File: src/rtl/stopwatch_bcd_if.sv
// Control pulses and BCD display outputs of the stopwatch.
// master drives the buttons, slave is the stopwatch itself.
interface stopwatch_bcd_if;
  logic        start_stop;
  logic        clear;
  logic        lap;
  logic [31:0] digits;
  logic        running;
  logic        wrap;

  modport master (output start_stop, clear, lap, input digits, running, wrap);
  modport slave  (input start_stop, clear, lap, output digits, running, wrap);
endinterface

File: src/rtl/stopwatch_bcd.sv
// HH:MM:SS.cc BCD stopwatch feeding the 8-digit scan path.
// Define STOPWATCH_LAP_EN to add the lap freeze/snapshot display hold.
module stopwatch_bcd #(
  parameter int TICK_DIV = 1000000
) (
  input logic           clk,
  input logic           rst,
  stopwatch_bcd_if.slave bus
);

  localparam int PW = $clog2(TICK_DIV);
  localparam logic [PW-1:0] PRE_MAX = PW'(TICK_DIV - 1);
  // Per-digit maximum for hundredths, seconds and minutes, digit 0 in the low nibble.
  localparam logic [23:0] DIGIT_MAX = 24'h595999;

  typedef enum logic [1:0] {IDLE, RUN, PAUSE} state_t;

  state_t        state_reg, state_next;
  logic [PW-1:0] prescaler_reg, prescaler_next;
  logic [31:0]   time_reg, time_next, time_inc;
  logic          wrap_reg, wrap_next;
  logic          tick;
  logic          carry;
  logic          hours_max;

  assign tick      = (state_reg == RUN) && (prescaler_reg == PRE_MAX);
  assign hours_max = (time_reg[31:24] == 8'h23);

  // BCD increment of the whole time value; carry ripples digit to digit.
  always_comb begin
    time_inc = time_reg;
    carry    = 1'b1;
    for (int i = 0; i < 6; i++) begin
      if (carry) begin
        if (time_reg[i*4 +: 4] == DIGIT_MAX[i*4 +: 4]) begin
          time_inc[i*4 +: 4] = 4'd0;
        end else begin
          time_inc[i*4 +: 4] = time_reg[i*4 +: 4] + 4'd1;
          carry              = 1'b0;
        end
      end
    end
    if (carry) begin
      if (hours_max) begin
        time_inc[31:24] = 8'h00;
      end else if (time_reg[27:24] == 4'd9) begin
        time_inc[27:24] = 4'd0;
        time_inc[31:28] = time_reg[31:28] + 4'd1;
      end else begin
        time_inc[27:24] = time_reg[27:24] + 4'd1;
      end
    end
  end

  always_comb begin
    state_next     = state_reg;
    prescaler_next = prescaler_reg;
    time_next      = time_reg;
    wrap_next      = 1'b0;
    if (bus.clear) begin
      state_next     = IDLE;
      prescaler_next = '0;
      time_next      = '0;
    end else begin
      if (bus.start_stop) begin
        state_next = (state_reg == RUN) ? PAUSE : RUN;
      end
      if (state_reg == RUN) begin
        prescaler_next = tick ? '0 : prescaler_reg + PW'(1);
      end else if (state_reg == IDLE) begin
        prescaler_next = '0;
      end
      if (tick) begin
        time_next = time_inc;
        wrap_next = carry && hours_max;
      end
    end
  end

  // time_reg is written every cycle so it always follows time_next.
  always_ff @(posedge clk or posedge rst) begin
    if (rst) begin
      state_reg     <= IDLE;
      prescaler_reg <= '0;
      time_reg      <= '0;
      wrap_reg      <= 1'b0;
    end else begin
      state_reg     <= state_next;
      prescaler_reg <= prescaler_next;
      time_reg      <= time_next;
      wrap_reg      <= wrap_next;
    end
  end

  assign bus.running = (state_reg == RUN);
  assign bus.wrap    = wrap_reg;

`ifdef STOPWATCH_LAP_EN
  logic        freeze_reg, freeze_next;
  logic [31:0] snapshot_reg, snapshot_next;

  always_comb begin
    freeze_next   = freeze_reg;
    snapshot_next = snapshot_reg;
    if (bus.clear) begin
      freeze_next = 1'b0;
    end else if (bus.lap) begin
      if (freeze_reg) begin
        freeze_next = 1'b0;
      end else if (state_reg == RUN) begin
        freeze_next   = 1'b1;
        snapshot_next = time_reg;
      end
    end
  end

  always_ff @(posedge clk or posedge rst) begin
    if (rst) begin
      freeze_reg   <= 1'b0;
      snapshot_reg <= '0;
    end else begin
      freeze_reg   <= freeze_next;
      snapshot_reg <= snapshot_next;
    end
  end

  assign bus.digits = freeze_reg ? snapshot_reg : time_reg;
`else
  assign bus.digits = time_reg;
`endif

endmodule
File: src/flat_wrapper.sv
// flat-port wrapper written by rule: the top's interface ports become plain ports
module stopwatch_bcd_flat 
#(
  parameter int TICK_DIV = 1000000
)
  (clk, rst, bus_start_stop, bus_clear, bus_lap, bus_digits, bus_running, bus_wrap);
  stopwatch_bcd_if bus_i ();
  input logic clk;
  input logic rst;
  input wire logic [$bits(bus_i.start_stop)-1:0] bus_start_stop;
  input wire logic [$bits(bus_i.clear)-1:0] bus_clear;
  input wire logic [$bits(bus_i.lap)-1:0] bus_lap;
  output wire logic [$bits(bus_i.digits)-1:0] bus_digits;
  output wire logic [$bits(bus_i.running)-1:0] bus_running;
  output wire logic [$bits(bus_i.wrap)-1:0] bus_wrap;
  assign bus_i.start_stop = bus_start_stop;
  assign bus_i.clear = bus_clear;
  assign bus_i.lap = bus_lap;
  assign bus_digits = bus_i.digits;
  assign bus_running = bus_i.running;
  assign bus_wrap = bus_i.wrap;
  stopwatch_bcd #(.TICK_DIV(TICK_DIV)) u_core (.clk(clk), .rst(rst), .bus(bus_i));
endmodule
File: config.mk
export PLATFORM = sky130hd
export DESIGN_NAME = stopwatch_bcd_flat
export DESIGN_NICKNAME = d
export VERILOG_FILES = /design/src/rtl/stopwatch_bcd_if.sv /design/src/rtl/stopwatch_bcd.sv /design/src/flat_wrapper.sv
export SDC_FILE = /design/constraint.sdc
export NUM_CORES = 1
export LEC_CHECK = 0
export CAP_MARGIN = 20
export CORE_UTILIZATION = 45
export DETAILED_ROUTE_END_ITERATION = 16
export HOLD_SLACK_MARGIN = 0.06
export PLACE_DENSITY = 0.67
export SLEW_MARGIN = 10
export SYNTH_ARGS = -nofsm -noshare
export SYNTH_HDL_FRONTEND = slang
export SYNTH_SLANG_ARGS = --single-unit
File: constraint.sdc
create_clock -name clk -period 2.7 [get_ports clk]
set_clock_uncertainty 0.2 [all_clocks]
set_input_delay 0.54 -clock clk [delete_from_list [all_inputs] [get_ports clk]]
set_output_delay 0.54 -clock clk [all_outputs]
set_load 0.05 [all_outputs]
==> results of run 1 <==
## power by group
part	total [W]	switching [W]	internal, W
registers	0.000831	0.00000442	0.000827
clock network	0.000487	0.000276	0.000211
logic	0.0000750	0.0000521	0.0000229
## cell usage after synthesis, types with 3 or more instances
cell / number / area (um^2)
nand3_1: 16 / 80.1
a21oi_1: 15 / 75.1
ha_1: 15 / 188
nand2b_1: 4 / 25.0
and3b_1: 6 / 52.6
dfrtp_1: 55 / 1380
mux2i_1: 14 / 140
nor4_1: 3 / 18.8
and4_1: 5 / 43.8
nor2b_1: 5 / 31.3
o21ai_0: 7 / 35.0
nor2_1: 40 / 150
or3_1: 14 / 87.6
and2_1: 3 / 18.8
nand2_1: 23 / 86.3
xnor2_1: 7 / 61.3
a31oi_1: 3 / 18.8
clkbuf_1: 10 / 37.5
nor3_1: 11 / 55.1
xor2_1: 8 / 70.1
inv_1: 13 / 48.8
and3_1: 10 / 62.6
mux2_2: 3 / 33.8
nand4_1: 12 / 75.1
## worst max-delay path, cell delays in order (launching register included)
cell     delay (ns)
dfrtp_1        0.48
or4_4          0.60
nor3_4         0.24
buf_4          0.22
nand2_4        0.09
or4_1          0.50
a21oi_1        0.15
## per-layer routing
metal  share of wire (%)  vias to the layer above  track usage [%]
met1                  49                     1320             27.8
met4                 1.5                        0             6.52
met2                  46                       50             32.5
met5                   0                        -                0
met3                 3.0                        7             3.14
li1                    -                     1326                -
## path summary, 6_finish.rpt
kind	start	endpoint	slack [ns]	depth (start not counted)
min	rst	u_core.bus.digits[17]	0.27	2
min in group clk	u_core.bus.digits[19]	u_core.bus.digits[19]	0.33	1
max reg2reg	u_core.prescaler_reg[6]	u_core.bus.digits[23]	0.14	6
max in group asynchronous	rst	u_core.bus.digits[1]	1.55	3
max	u_core.prescaler_reg[6]	u_core.bus.digits[23]	0.14	6
min reg2reg	u_core.bus.digits[19]	u_core.bus.digits[19]	0.33	1
## stage by stage
| step | utilization (%) | instance area (um^2) | instances | total power, W | hold WS (ns) |
|---|---|---|---|---|---|
| global placement | 55.4 | 3800 | 477 | 0.000923 | 0.306 |
| global route | 56.7 | 3900 | 485 | 0.00145 | 0.290 |
| CTS | 56.7 | 3900 | 485 | 0.00142 | 0.270 |
| detailed placement | 55.4 | 3800 | 477 | 0.000924 | 0.311 |
| floorplan | - | 3230 | 341 | 0.000892 | 0.295 |
| finish | 56.7 | 3900 | 485 | 0.00139 | 0.269 |
## cell usage in the layout, fill, tap and decap left out, drive strengths merged, types with 8 or more instances in the layout
master / Yosys / routed
nand3: 17 / 17
a21oi: 15 / 15
buf: 4 / 18
nor2: 40 / 40
clkdlybuf4s50: 0 / 36
dfrtp: 55 / 55
ha: 15 / 15
and3: 10 / 10
or3: 14 / 14
mux2i: 14 / 14
xor2: 8 / 8
inv: 13 / 13
nand2: 24 / 24
nor3: 12 / 12
nand4: 14 / 14
## cell type report
| class | count | area share, % |
|---|---|---|
| clock buffers | 7 | 2.22 |
| clock inverters | 1 | 0.225 |
| inverters | 13 | 1.25 |
| multi-input cells | 259 | 44.5 |
| flip-flops and latches | 55 | 35.4 |
| well taps | 96 | 3.08 |
| repair buffers | 54 | 13.4 |
## logic make-up after synthesis
| logic type | share of synthesized area, % |
|---|---|
| compound gates | 8.80 |
| xor+xnor | 4.07 |
| fa+ha+maj | 5.82 |
| buf+inv | 3.64 |
| flops | 42.7 |
| mux | 5.39 |
| simple gates | 29.6 |
==> flow_summary.yaml, run 1 <==
synth:
  yosysWarnings: 0
  yosys_most_used_dff: "dfrtp_1"
  async_reset_ff_share_pct: 100
  yosysUniqueCellTypes: 53
  ys_ff_latch: 55
  synth_area_um2: 3230
  synth_edf_count: 0
  syn_nets: 361
  syn_area_per_cell_um2: 9.46
  syn_inst: 341
  ys_seq_area_share_pct: 42.7
finish:
  largest_reg_flops: 32
  final_nets: 408
  nFillCells: 633
  syn2layout_area_growth_pct: 20.8
  antenna_cells: 0
  drive_gt1_share_pct: 10.3
  regArea_um2: 1380
  multi_input_area_um2: 1730
clock_tree:
  cts_buffers: 5
  cts_resized: 0
  cts_max_path_buffers: 2
  cts_tree: "done"
  ctsHoldBuffers: 0
  cts_setup_buffers: 0
  htree_levels: 2
  path_clk_slew_ns: 0.10
  insertion_delay_ns: 0.31
  cts-root-buf: "clkbuf_8"
  clock-sinks: 55
floorplan:
  core_area_um2: 6870
  die_w_um: 86.7
  die-height_um: 86.7
  rows: 30
  ioPinCount: 39
  fp.dieArea_um2: 7510
  start_util_pct: 47.0
critical_path:
  critical_path_class: "flip-flop to flip-flop"
  start_kind: "flip-flop"
  crit_fanout: 9
  worst_ep_required_time_ns: 2.73
  end_kind: "flip-flop"
  crit_arrival_ns: 2.59
detailed_routing:
  routed_via_density: 5.57
  drcViolationCount: 0
  drtAntennaViolNets: 0
  post_drt_wl_per_cell_um: 14.5
  vias: 2703
  drt_wl_total_um: 7040
  first_pass_iters: 4
  first_iter_violations: 110
sta:
  grt_setup_unrepaired: "false"
  finalSetupViolCount: 0
  period_share_pct: 94.8
  setup_slack_ns: 0.142
  worst_pin_slew_ns: 0.528
  fmaxAchievable_mhz: 391
  maxSlewHeadroom_pct: 64.7
  slew_violations: 0
  period_minus_slack_ns: 2.56
  tns_ns: 0
  hold_viol_final: 0
power:
  vdd_drop_max_mv: 0.230
  power.static_leakage_nw: 1.72
  p_per_area_nw_per_um2: 357
global_route:
  grt_pass1_vias: 2490
  overflow: 0
  antenna_found_initial: 0
  grt_util_all_layers_pct: 20.1
  grt_pass1_wl_um: 12000
  grt_start_max_net_pins: 34
placement:
  dp_hpwl_um: 5060
  place.gp.congestion: 0.791
  pre_cts_slack_ns: 0.131
  portBuffers: 37
hold_path:
  hold_class: "input port to asynchronous set/reset pin"
status:
  outcome: "complete, no violations"
job:
  drv_cap: 0
Note: power is estimated with default switching activity, not from simulation.
==> run 2, diff against run 1 <==
clock period = 2.45 ns   (was 2.7 ns; I/O delays follow)
==> flow_summary.yaml, run 2 (synthesis gave the netlist of run 1 again) <==
status:
  outcome: "complete, no violations"
floorplan:
  fp.dieArea_um2: 7510
  die-height_um: 86.7
  ioPinCount: 39
  start_util_pct: 47.0
  die_w_um: 86.7
  rows: 30
  core_area_um2: 6870
sta:
  fmaxAchievable_mhz: 420
  grt_setup_unrepaired: "true"
  worst_pin_slew_ns: 0.514
  maxSlewHeadroom_pct: 65.6
  period_minus_slack_ns: 2.38
  hold_viol_final: 0
  finalSetupViolCount: 0
  period_share_pct: 97.1
  slew_violations: 0
critical_path:
  crit_fanout: 6
  worst_ep_required_time_ns: 2.49
  end_kind: "flip-flop"
  start_kind: "flip-flop"
  cp_top_family: "simple AND/OR/NAND/NOR gates"
  crit_start: "u_core.prescaler_reg[6]"
  critical_path.max_stage_delay_ns: 0.56
  critPathSlowestCell: "or4_4"
  cp_cell_sequence: "or4_4 > nor3_4 > nand4_2 > or3_1 > a21oi_1"
  r2r-start: "u_core.prescaler_reg[6]"
  critical_path_class: "flip-flop to flip-flop"
  cp_num_buf_inv: 0
  crit_arrival_ns: 2.42
clock_tree:
  cts-root-buf: "clkbuf_8"
  cts_buffers: 5
  htree_levels: 2
  insertion_delay_ns: 0.31
  cts_max_path_buffers: 2
  cts_tree: "done"
  clock-sinks: 55
  path_clk_slew_ns: 0.10
global_route:
  grt.busiest_layer: "met2"
  grt_util_all_layers_pct: 20.6
  grt_start_max_net_pins: 38
  grt_pass1_vias: 2619
  overflow: 0
  grt_pass1_wl_um: 12500
  use_met2_pct: 32.5
  met1_usage_pct: 29.5
  use_met3_pct: 3.33
  antenna_found_initial: 0
finish:
  final_common_cell: "dfrtp_1"
  drive_gt1_share_pct: 13.5
  design_area_um2: 4020
  final_cell_mix: "50 x dfrtp_1, 39 x nor2_1, 35 x clkdlybuf4s50_1"
  syn2layout_area_growth_pct: 24.5
  nFillCells: 610
  final_nets: 418
  fin_util_pct: 58.5
  antenna_cells: 0
  largest_reg_flops: 32
detailed_routing:
  post_drt_wl_per_cell_um: 14.4
  vias: 2739
  first_iter_violations: 115
  first_pass_iters: 4
  drcViolationCount: 0
  drtAntennaViolNets: 0
  drt_wl_total_um: 7110
  routed_via_density: 5.53
power:
  total_power_w: 0.00160
  vdd_drop_max_mv: 0.318
  power.static_leakage_nw: 1.80
  p_per_area_nw_per_um2: 400
job:
  drv_cap: 0
placement:
  place.gp.congestion: 0.795
  portBuffers: 37
  dp_hpwl_um: 5080
  placedInstanceArea_um2: 3890
hold_path:
  hold_class: "input port to asynchronous set/reset pin"
## run 2: repair_timing
action / in CTS / in global routing
hold buffers: 0 / 0
buffers inserted: 0 / 0
gates resized for setup: 0 / 4
setup endpoints to repair: 0 / 8
## run 2: routing by layer
metal  part of all wire [%]  wire, um  up-vias
li1                       -         -     1338
met1                     49      3500     1342
met2                     47      3320       51
met3                    2.8       196        8
met4                    1.3        89        0
met5                      0         0        -
## run 2: power by group
part           switching [W]  leakage [nW]  internal, W
combinational      0.0000608         0.990    0.0000318
clock               0.000291        0.0524     0.000307
sequential        0.00000345         0.758     0.000911
## run 2: layout make-up
cell class,instances,area [um^2],share of cell area (%)
Clock buffer,7,76.3,1.90
Clock inverter,1,30.0,0.748
Inverter,13,48.8,1.21
Multi-Input combinational cell,259,1750,43.5
Sequential cell,55,1380,34.4
Tap cell,96,120,2.99
Timing Repair Buffer,64,611,15.2
## run 2: worst register-to-register path: stages, from the launching register on
cell and delay [ns]:
dfrtp_1 0.40, or4_4 0.56, nor3_4 0.33, nand4_2 0.27, or3_1 0.40, a21oi_1 0.14
## run 2: path summary, 6_finish.rpt
kind | cells past startpoint | slack (ns) | endpoint
max | 5 | 0.07 | u_core.bus.digits[30]
min | 2 | 0.29 | u_core.bus.digits[2]
max reg2reg | 5 | 0.07 | u_core.bus.digits[30]
min reg2reg | 1 | 0.31 | u_core.bus.digits[19]
max in group asynchronous | 3 | 1.20 | u_core.bus.digits[0]
min in group clk | 1 | 0.31 | u_core.bus.digits[19]
## run 2: per-stage QoR
stage	TNS (ns)	hold slack, ns	worst slack (ns)	std cells
final	0	0.294	0.0700	495
after global routing	-0.0352	0.337	-0.0352	495
after CTS	0	0.307	0.00715	495
after detailed placement	0	0.301	0.0281	487
after global placement	0	0.307	0.0734	487
after floorplan	0	0.295	0.0228	341
==> run 3, diff against run 2 <==
SKIP_CTS_REPAIR_TIMING = 1   (was unset)
==> results of run 3 <==
Same layout as run 2: the final DEF is identical, and so are final timing and power.
